<file path="config.mk">
export PLATFORM = sky130hd
export DESIGN_NAME = avst_delay_line_monitor_flat
export DESIGN_NICKNAME = d
export VERILOG_FILES = /design/src/rtl/avst_delay_line_monitor_pkg.sv /design/src/rtl/avst_delay_line_monitor_if.sv /design/src/rtl/avst_delay_line_monitor_frame_monitor.sv /design/src/rtl/avst_delay_line_monitor.sv /design/src/flat_wrapper.sv
export SDC_FILE = /design/constraint.sdc
export NUM_CORES = 1
export LEC_CHECK = 0
export ABC_AREA = 1
export CAP_MARGIN = 20
export CELL_PAD_IN_SITES_DETAIL_PLACEMENT = 1
export CELL_PAD_IN_SITES_GLOBAL_PLACEMENT = 1
export CORE_UTILIZATION = 43
export CTS_CLUSTER_DIAMETER = 60
export DETAILED_ROUTE_END_ITERATION = 7
export PLACE_DENSITY_LB_ADDON = 0.1
export SYNTH_ARGS = -nofsm -noshare
export SYNTH_HDL_FRONTEND = slang
export SYNTH_SLANG_ARGS = --single-unit
export TNS_END_PERCENT = 50
</file>
<file path="constraint.sdc">
create_clock -name clk -period 6.2 [get_ports clk]
set_clock_uncertainty 0.2 [all_clocks]
set_input_delay 1.86 -clock clk [delete_from_list [all_inputs] [get_ports clk]]
set_output_delay 1.86 -clock clk [all_outputs]
set_load 0.02 [all_outputs]
</file>
<file path="src/rtl/avst_delay_line_monitor_pkg.sv">
// Shared types for the Avalon-ST delay line: framing FSM states and the
// per-stage sideband bundle carried alongside the data word.
package avst_sync_pkg;

    typedef enum logic {
        IDLE   = 1'b0,
        IN_PKT = 1'b1
    } frame_state_t;

    typedef struct packed {
        logic valid;
        logic sop;
        logic eop;
    } avst_sb_t;

endpackage

</file>
<file path="src/rtl/avst_delay_line_monitor_if.sv">
// Avalon-ST sink stream, downstream ready and the delayed (sync_*) stream.
// The master side drives the stream in; the slave side is the delay line.
interface avst_delay_line_monitor_if #(
    parameter int DATA_W = 16
);
    logic              avalon_streaming_source_ready;
    logic              avalon_streaming_sink_valid;
    logic              avalon_streaming_sink_startofpacket;
    logic              avalon_streaming_sink_endofpacket;
    logic [DATA_W-1:0] avalon_streaming_sink_data;

    logic              sync_ready;
    logic              sync_valid;
    logic              sync_startofpacket;
    logic              sync_endofpacket;
    logic [DATA_W-1:0] sync_data;

    modport master (
        output avalon_streaming_source_ready,
        output avalon_streaming_sink_valid,
        output avalon_streaming_sink_startofpacket,
        output avalon_streaming_sink_endofpacket,
        output avalon_streaming_sink_data,
        input  sync_ready,
        input  sync_valid,
        input  sync_startofpacket,
        input  sync_endofpacket,
        input  sync_data
    );

    modport slave (
        input  avalon_streaming_source_ready,
        input  avalon_streaming_sink_valid,
        input  avalon_streaming_sink_startofpacket,
        input  avalon_streaming_sink_endofpacket,
        input  avalon_streaming_sink_data,
        output sync_ready,
        output sync_valid,
        output sync_startofpacket,
        output sync_endofpacket,
        output sync_data
    );

endinterface

</file>
<file path="src/rtl/avst_delay_line_monitor_frame_monitor.sv">
// Packet-framing monitor on the output stage of the delay line: tracks
// packet length, pulses framing errors and optionally masks orphan beats.
module avst_frame_monitor
    import avst_sync_pkg::*;
#(
    parameter int LEN_W       = 12,
    parameter int FIX_FRAMING = 0
) (
    input  logic             clk,
    input  logic             rst,
    input  logic             flush,
    input  avst_sb_t         beat,
    output logic             out_valid,
    output logic [LEN_W-1:0] pkt_len,
    output logic             pkt_len_valid,
    output logic             err_orphan,
    output logic             err_missing_eop
);

    localparam logic [LEN_W-1:0] LEN_MAX = {LEN_W{1'b1}};
    localparam logic [LEN_W-1:0] LEN_ONE = LEN_W'(1);

    frame_state_t     state;
    logic [LEN_W-1:0] cnt;
    logic [LEN_W-1:0] cnt_inc;
    logic             orphan;
    logic             mask_en;

    // The orphan decode uses only registered state and the output stage,
    // so masking adds no input-to-output combinational path.
    assign mask_en   = (FIX_FRAMING != 0);
    assign orphan    = (state == IDLE) & ~beat.sop;
    assign out_valid = beat.valid & ~(mask_en & orphan);
    assign cnt_inc   = (cnt == LEN_MAX) ? cnt : cnt + LEN_ONE;

    always_ff @(posedge clk or posedge rst) begin
        if (rst) begin
            state           <= IDLE;
            cnt             <= '0;
            pkt_len         <= '0;
            pkt_len_valid   <= 1'b0;
            err_orphan      <= 1'b0;
            err_missing_eop <= 1'b0;
        end else begin
            pkt_len_valid   <= 1'b0;
            err_orphan      <= 1'b0;
            err_missing_eop <= 1'b0;
            if (flush) begin
                state <= IDLE;
                cnt   <= '0;
            end else if (beat.valid) begin
                case (state)
                    IDLE: begin
                        if (!beat.sop) begin
                            err_orphan <= 1'b1;
                        end else if (beat.eop) begin
                            pkt_len       <= LEN_ONE;
                            pkt_len_valid <= 1'b1;
                        end else begin
                            cnt   <= LEN_ONE;
                            state <= IN_PKT;
                        end
                    end
                    IN_PKT: begin
                        if (beat.sop) begin
                            // A new sop aborts the open packet without reporting it.
                            err_missing_eop <= 1'b1;
                            if (beat.eop) begin
                                pkt_len       <= LEN_ONE;
                                pkt_len_valid <= 1'b1;
                                cnt           <= '0;
                                state         <= IDLE;
                            end else begin
                                cnt <= LEN_ONE;
                            end
                        end else if (beat.eop) begin
                            pkt_len       <= cnt_inc;
                            pkt_len_valid <= 1'b1;
                            cnt           <= '0;
                            state         <= IDLE;
                        end else begin
                            cnt <= cnt_inc;
                        end
                    end
                    default: state <= IDLE;
                endcase
            end
        end
    end

endmodule

</file>
<file path="src/rtl/avst_delay_line_monitor.sv">
// Fixed-latency Avalon-ST alignment delay with independent ready delay,
// synchronous flush, in-flight beat count and a framing monitor on the output.
module avst_delay_line_monitor
    import avst_sync_pkg::*;
#(
    parameter int DATA_W      = 16,
    parameter int DEPTH       = 5,
    parameter int READY_DEPTH = 5,
    parameter int LEN_W       = 12,
    parameter int FIX_FRAMING = 0,
    localparam int IF_W       = $clog2(DEPTH + 1)
) (
    input  logic                      clk,
    input  logic                      rst,
    input  logic                      flush,
    avst_delay_line_monitor_if.slave  bus,
    output logic [IF_W-1:0]           in_flight,
    output logic [LEN_W-1:0]          pkt_len,
    output logic                      pkt_len_valid,
    output logic                      err_orphan,
    output logic                      err_missing_eop
);

    if (DEPTH < 1) begin : g_bad_depth
        $error("avst_delay_line_monitor: DEPTH must be >= 1");
    end
    if (READY_DEPTH < 1) begin : g_bad_ready_depth
        $error("avst_delay_line_monitor: READY_DEPTH must be >= 1");
    end

    avst_sb_t                sb_q   [DEPTH];
    logic [DATA_W-1:0]       data_q [DEPTH];
    logic [READY_DEPTH-1:0]  rdy_q;
    avst_sb_t                sb_in;

    assign sb_in = '{valid: bus.avalon_streaming_sink_valid,
                     sop:   bus.avalon_streaming_sink_startofpacket,
                     eop:   bus.avalon_streaming_sink_endofpacket};

    // Flush wipes the sideband only, which also drops the beat presented
    // in the flush cycle; data words are don't-care without valid.
    always_ff @(posedge clk or posedge rst) begin
        if (rst) begin
            for (int k = 0; k < DEPTH; k++) sb_q[k] <= '0;
        end else if (flush) begin
            for (int k = 0; k < DEPTH; k++) sb_q[k] <= '0;
        end else begin
            sb_q[0] <= sb_in;
            for (int k = 1; k < DEPTH; k++) sb_q[k] <= sb_q[k-1];
        end
    end

    always_ff @(posedge clk or posedge rst) begin
        if (rst) begin
            for (int k = 0; k < DEPTH; k++) data_q[k] <= '0;
        end else begin
            data_q[0] <= bus.avalon_streaming_sink_data;
            for (int k = 1; k < DEPTH; k++) data_q[k] <= data_q[k-1];
        end
    end

    always_ff @(posedge clk or posedge rst) begin
        if (rst) begin
            rdy_q <= '0;
        end else begin
            rdy_q[0] <= bus.avalon_streaming_source_ready;
            for (int k = 1; k < READY_DEPTH; k++) rdy_q[k] <= rdy_q[k-1];
        end
    end

    always_ff @(posedge clk or posedge rst) begin
        if (rst) begin
            in_flight <= '0;
        end else if (flush) begin
            in_flight <= '0;
        end else begin
            in_flight <= in_flight + IF_W'(sb_in.valid) - IF_W'(sb_q[DEPTH-1].valid);
        end
    end

    assign bus.sync_ready         = rdy_q[READY_DEPTH-1];
    assign bus.sync_startofpacket = sb_q[DEPTH-1].sop;
    assign bus.sync_endofpacket   = sb_q[DEPTH-1].eop;
    assign bus.sync_data          = data_q[DEPTH-1];

    avst_frame_monitor #(
        .LEN_W       (LEN_W),
        .FIX_FRAMING (FIX_FRAMING)
    ) u_monitor (
        .clk             (clk),
        .rst             (rst),
        .flush           (flush),
        .beat            (sb_q[DEPTH-1]),
        .out_valid       (bus.sync_valid),
        .pkt_len         (pkt_len),
        .pkt_len_valid   (pkt_len_valid),
        .err_orphan      (err_orphan),
        .err_missing_eop (err_missing_eop)
    );

endmodule
</file>
<file path="src/flat_wrapper.sv">
// flat-port wrapper written by rule: the top's interface ports become plain ports
module avst_delay_line_monitor_flat import avst_sync_pkg::*;
#(
    parameter int DATA_W      = 16,
    parameter int DEPTH       = 5,
    parameter int READY_DEPTH = 5,
    parameter int LEN_W       = 12,
    parameter int FIX_FRAMING = 0,
    localparam int IF_W       = $clog2(DEPTH + 1)
)
  (clk, rst, flush, in_flight, pkt_len, pkt_len_valid, err_orphan, err_missing_eop, bus_avalon_streaming_source_ready, bus_avalon_streaming_sink_valid, bus_avalon_streaming_sink_startofpacket, bus_avalon_streaming_sink_endofpacket, bus_avalon_streaming_sink_data, bus_sync_ready, bus_sync_valid, bus_sync_startofpacket, bus_sync_endofpacket, bus_sync_data);
  avst_delay_line_monitor_if #(.DATA_W(DATA_W)) bus_i ();
  input  logic clk;
  input  logic rst;
  input  logic flush;
  output logic [IF_W-1:0] in_flight;
  output logic [LEN_W-1:0] pkt_len;
  output logic pkt_len_valid;
  output logic err_orphan;
  output logic err_missing_eop;
  input wire logic [$bits(bus_i.avalon_streaming_source_ready)-1:0] bus_avalon_streaming_source_ready;
  input wire logic [$bits(bus_i.avalon_streaming_sink_valid)-1:0] bus_avalon_streaming_sink_valid;
  input wire logic [$bits(bus_i.avalon_streaming_sink_startofpacket)-1:0] bus_avalon_streaming_sink_startofpacket;
  input wire logic [$bits(bus_i.avalon_streaming_sink_endofpacket)-1:0] bus_avalon_streaming_sink_endofpacket;
  input wire logic [$bits(bus_i.avalon_streaming_sink_data)-1:0] bus_avalon_streaming_sink_data;
  output wire logic [$bits(bus_i.sync_ready)-1:0] bus_sync_ready;
  output wire logic [$bits(bus_i.sync_valid)-1:0] bus_sync_valid;
  output wire logic [$bits(bus_i.sync_startofpacket)-1:0] bus_sync_startofpacket;
  output wire logic [$bits(bus_i.sync_endofpacket)-1:0] bus_sync_endofpacket;
  output wire logic [$bits(bus_i.sync_data)-1:0] bus_sync_data;
  assign bus_i.avalon_streaming_source_ready = bus_avalon_streaming_source_ready;
  assign bus_i.avalon_streaming_sink_valid = bus_avalon_streaming_sink_valid;
  assign bus_i.avalon_streaming_sink_startofpacket = bus_avalon_streaming_sink_startofpacket;
  assign bus_i.avalon_streaming_sink_endofpacket = bus_avalon_streaming_sink_endofpacket;
  assign bus_i.avalon_streaming_sink_data = bus_avalon_streaming_sink_data;
  assign bus_sync_ready = bus_i.sync_ready;
  assign bus_sync_valid = bus_i.sync_valid;
  assign bus_sync_startofpacket = bus_i.sync_startofpacket;
  assign bus_sync_endofpacket = bus_i.sync_endofpacket;
  assign bus_sync_data = bus_i.sync_data;
  avst_delay_line_monitor #(.DATA_W(DATA_W), .DEPTH(DEPTH), .READY_DEPTH(READY_DEPTH), .LEN_W(LEN_W), .FIX_FRAMING(FIX_FRAMING)) u_core (.clk(clk), .rst(rst), .flush(flush), .bus(bus_i), .in_flight(in_flight), .pkt_len(pkt_len), .pkt_len_valid(pkt_len_valid), .err_orphan(err_orphan), .err_missing_eop(err_missing_eop));
endmodule
</file>
-- After elaboration in Yosys (flattened, before gate mapping)
Index checks and enable logic that the tools add are counted.
- bitwise gates (word level): 2
- reductions and logical operators: 3
- equality and inequality tests: 5
- multiplexer cells: 34
- add/subtract/negate cells: 3
- operators by type and width (cell ; count):
    $mux W12 ; 11
    $pmux W12 S2 ; 2
    $mux W1 ; 17
    $mux W15 ; 1
    $add A12 B1 Y12 const B ; 1
    $eq A12 B12 Y1 const B ; 1
    $pmux W1 S2 ; 2
    $reduce_and A4 Y1 ; 1
    $add A3 B1 Y3 ; 1
    $mux W3 ; 1
    $ne A3 B1 Y1 const B ; 1
    $ne A3 B2 Y1 const B ; 1
    $ne A3 B3 Y1 const B ; 1
    $reduce_and A3 Y1 ; 1
    $sub A3 B1 Y3 ; 1
    $ne A2 B1 Y1 const B ; 1
    $not A1 Y1 ; 2
    $reduce_bool A2 Y1 ; 1
- register bits: 131

-- Logic depth before layout (Yosys ltp)
- depth in word-level cells: 7
- mapped depth: 9
- gate-level depth less buffers: 9

-- Hierarchy
From an unflattened synthesis, not the netlist that was laid out.
- cells, all modules: 367
- area, all modules: 4451.8 µm²
- by module, submodules not included (module ; area an instance (µm²) ; cells each ; seq. area each (µm²) ; instances):
    avst_delay_line_monitor ; 2940.3 ; 169 ; 2577.5 ; 1
    avst_frame_monitor ; 1511.4 ; 198 ; 700.7 ; 1

-- Worst setup path before layout
OpenSTA, ideal clock, no wires.
- path type: input -> register
- start point: input port bus_avalon_streaming_sink_valid
- end point: register u_core.in_flight[2]
- slack: 3.294 ns
- arrival time: 2.574 ns
- library setup time: 0.132 ns
- required time: 5.868 ns
- stages: 5
- path through: ha_1 > inv_1 > fa_1 > xor2_1 > nor2_1
- cells in the longest elaborated chain, start to end: 3
- ends and longest elaborated chain (item ; RTL line ; source):
    from (decl) ; flat_wrapper.sv:22 ; input wire logic [$bits(bus_i.avalon_streaming_sink_valid)-1:0] bus_avalon_streaming_sink_valid;
    $add A3 B1 Y3 ; avst_delay_line_monitor.sv:77 ; in_flight <= in_flight + IF_W'(sb_in.valid) - IF_W'(sb_q[DEPTH-1].valid);
    $sub A3 B1 Y3 ; avst_delay_line_monitor.sv:77 ;
    $mux W3 ; avst_delay_line_monitor.sv:74 ; end else if (flush) begin
    to (signal assigned) ; avst_delay_line_monitor.sv:77 ;
    to (decl) ; avst_delay_line_monitor.sv:17 ; output logic [IF_W-1:0] in_flight,
No other way between the ends.
A chain may end at the register's enable or synchronous reset.

-- Worst setup path after layout
- start point: register u_core.sb_q (netlist bit u_core.bus.sync_endofpacket)
- end point: output port bus_sync_endofpacket
- RTL lines (item ; RTL line ; source):
    from (decl) ; avst_delay_line_monitor.sv:31 ; avst_sb_t sb_q [DEPTH];
    to (decl) ; flat_wrapper.sv:29 ; output wire logic [$bits(bus_i.sync_endofpacket)-1:0] bus_sync_endofpacket;
No word-level cell between the ends.

==> impl_metrics.csv <==
group,metric,value,unit
outcome,outcome,"finished clean",
yosys,async_flop_share,1.00,
cts,cts_root_buf,"clkbuf_8",
cts,hold_buffers,0,
critical_path,worstPathCellList,"clkdlybuf4s50_1",
yosys,ys_ff_latch,131,
critical_path,setup.worst_path.start,"u_core.bus.sync_endofpacket$_DFF_PP0_",
cts,cts_buffers,17,
critical_path,worstSetupPathType,"reg2out",
power,power_density,338,nW/um^2
hold_path,holdPathEnd,"u_core.data_q[18]$_DFF_PP0_",
route,highest_layer,"met4",
critical_path,regToRegStartpoint,"u_core.u_monitor.cnt[0]$_DFFE_PP0P_",
cells_and_area,nets,442,
cts,cts_resized,0,
grt,grt_start_max_net_pins,105,
place,port_buffers,60,
route,dr_wl_met3,283,um
place,place_hpwl,4940,um
yosys,synth.avg_cell_area,12.4,um^2
yosys,synth.area.top_cells,"dfrtp_1, nand2_1, inv_1",
grt,antenna_found_initial,0,
timing,finalCritPeriodShare,0.594,
yosys,ys.flop_type,"dfrtp_1",
timing,slew_viol_final,0,
critical_path,crit_fanout,7,
route,wl,7600,um
die,fp.coreArea,9860,um^2
hold_path,hp-start,"u_core.data_q[34]$_DFF_PP0_",
cells_and_area,syn_to_final_growth,26.9,%
critical_path,crit_family,"buffers and inverters",
timing,rsz0062_at_grt,"false",
timing,tightestPinTransition,0.889,ns
critical_path,r2r-end,"u_core.u_monitor.cnt[1]$_DFFE_PP0P_",
critical_path,arrival,1.62,ns
route,ant_nets,0,
critical_path,cp_data_required_time,4.14,ns
die,fp-row-count,36,
yosys,syn_nets,382,
critical_path,startpoint_type,"flop",
critical_path,critPathBufInv,1,
grt,grt_pass1_wl,12800,um
cts,cts_tree,"yes",
hold_path,holdCritPathClass,"reg2reg",
timing,finalSetupTns,0,ns
grt,grt_usage,0.168,
critical_path,critPathMaxStageDelay,0.65,ns
cts,clk_path_buf_depth,2,
critical_path,crit_path_end_kind,"primary output",
job,drv_cap,0,
cts,clock_latency,0.51,ns
cells_and_area,n_antenna_cell,0,
die,start_util,0.446,
cts,cts_sinks,131,
yosys,ys_seq_area_frac,0.744,
cts,clkSlewWorstSetupHoldPaths,0.06,ns
route,first_pass_iters,4,
yosys,syn_area,4400,um^2
yosys,synth_top_area_cell,"dfrtp_1",
power,p_total,1.89,mW
yosys,synth_cell_types,32,
grt,overflow,0,
power,p_leak,2.61,nW
timing,fin_crit,3.68,ns
critical_path,worst_path_max_delay_cell,"clkdlybuf4s50_1",
cells_and_area,layout-drive-gt1-share,0.136,
grt,grt_pass1_vias,2600,
route,met2_length,3790,um
power,ir_drop,0.000175,V
route,wire_per_inst,13.5,um
yosys,synth_top_area_share,0.744,
critical_path,r2r_cells,7,
hold_path,whs_path_depth,0,
cts,cts_max_level,4,
route,vias_per_cell,4.51,
timing,maxSlewHeadroom,0.407,
die,die_y,103,um
critical_path,ff2ff_setup_slack,4.29,ns
route,wl_met1,3410,um
die,die_x,103,um
yosys,syn_inst,355,
die,ioPinCount,61,
cts,post-cts-setup-buffer-count,0,
timing,setup_viol,0,
route,post-route-drc-count,0,
timing,hold_viol,0,
route,drt_iter0_drc,74,
yosys,ys_warn_count,0,
timing,clock.fmax,271,MHz
route,vias,2530,
place,gp_congestion,0.802,
yosys,synth_edf_count,0,
die,die-area,10700,um^2
routing by layer:
layer | vias to the layer above | track usage
met3 | 13 | 0.0585
met4 | 0 | 0.0715
met1 | 1268 | 0.210
met5 | - | 0
met2 | 53 | 0.270
li1 | 1196 | -
synthesized netlist by cell type, drive strengths merged (3+ instances only):
master and number:
a21oi 3, o21ai 15, inv 43, o22ai 3, xor2 4, nand3 11, dfrtp 131, buf 18
nor2 34, nand4 4, ha 3, nand2 77
flip-flops by register name (all words and copies together) (netlist names), 3 cells and up:
| signal | cells |
|---|---|
| u_core.u_monitor.pkt_len | 12 |
| u_core.data_q | 64 |
| u_core.u_monitor.cnt | 12 |
| u_core.bus.sync_data | 16 |
| u_core.rdy_q | 5 |
| u_core.sb_q | 13 |
| u_core.in_flight | 3 |
worst max-delay path by stage:
stage | end | slack (ns) | cells after the start
2_1_floorplan | u_core.bus.sync_data[0]$_DFF_PP0_ | 0.64 | 1
3_3_place_gp | u_core.u_monitor.pkt_len[11]$_DFFE_PP0P_ | 2.13 | 10
3_5_place_dp | u_core.u_monitor.pkt_len[9]$_DFFE_PP0P_ | 2.01 | 10
4_1_cts | bus_sync_endofpacket | 2.48 | 1
5_1_grt | u_core.u_monitor.pkt_len[9]$_DFFE_PP0P_ | 2.42 | 10
6_report | bus_sync_endofpacket | 2.52 | 1
final cells by class:
| type | instances | area [um^2] |
|---|---|---|
| multi-input cells | 159 | 807 |
| clock buffers | 19 | 422 |
| flip-flops and latches | 131 | 3280 |
| inverters | 45 | 180 |
| well taps | 133 | 166 |
| repair buffers | 61 | 608 |
| clock inverters | 13 | 126 |
| fillers | 1012 | 4280 |
kinds of logic (layout without fill, tap and decap cells):
kind of cell,count (synthesis),after routing,synth area share
compound gates,22,22,0.0330
xor+xnor,5,5,0.00994
simple gates,128,128,0.127
fa+ha+maj,4,4,0.0131
flops,131,131,0.744
buf+inv,65,138,0.0724
through the flow:
stage,utilization,worst slack (ns),area (um^2),hold WS [ns],std cells
floorplan,-,0.642,4400,0.131,355
global placement,0.511,2.13,5040,0.131,529
detailed placement,0.511,2.01,5040,0.136,529
CTS,0.566,2.48,5590,0.145,561
global route,0.566,2.42,5590,0.146,561
finish,0.566,2.52,5590,0.143,561
cells in the final DEF (no fill, tap or decap), drive strengths merged, types with 4 or more instances in the layout:
cell type and instances:
clkbuf 19, clkdlybuf4s50 60, clkinv 6, dfrtp 131, inv 48, nand2 77, nand3 11, nand4 4
nor2 34, o21ai 15, xor2 4
where the power goes:
| part | internal [mW] | switching (mW) | total [mW] |
|---|---|---|---|
| Combinational | 0.0349 | 0.0446 | 0.0795 |
| Sequential | 0.889 | 0.0113 | 0.901 |
| Clock | 0.538 | 0.370 | 0.908 |
Power figures use the tool's default switching activity.
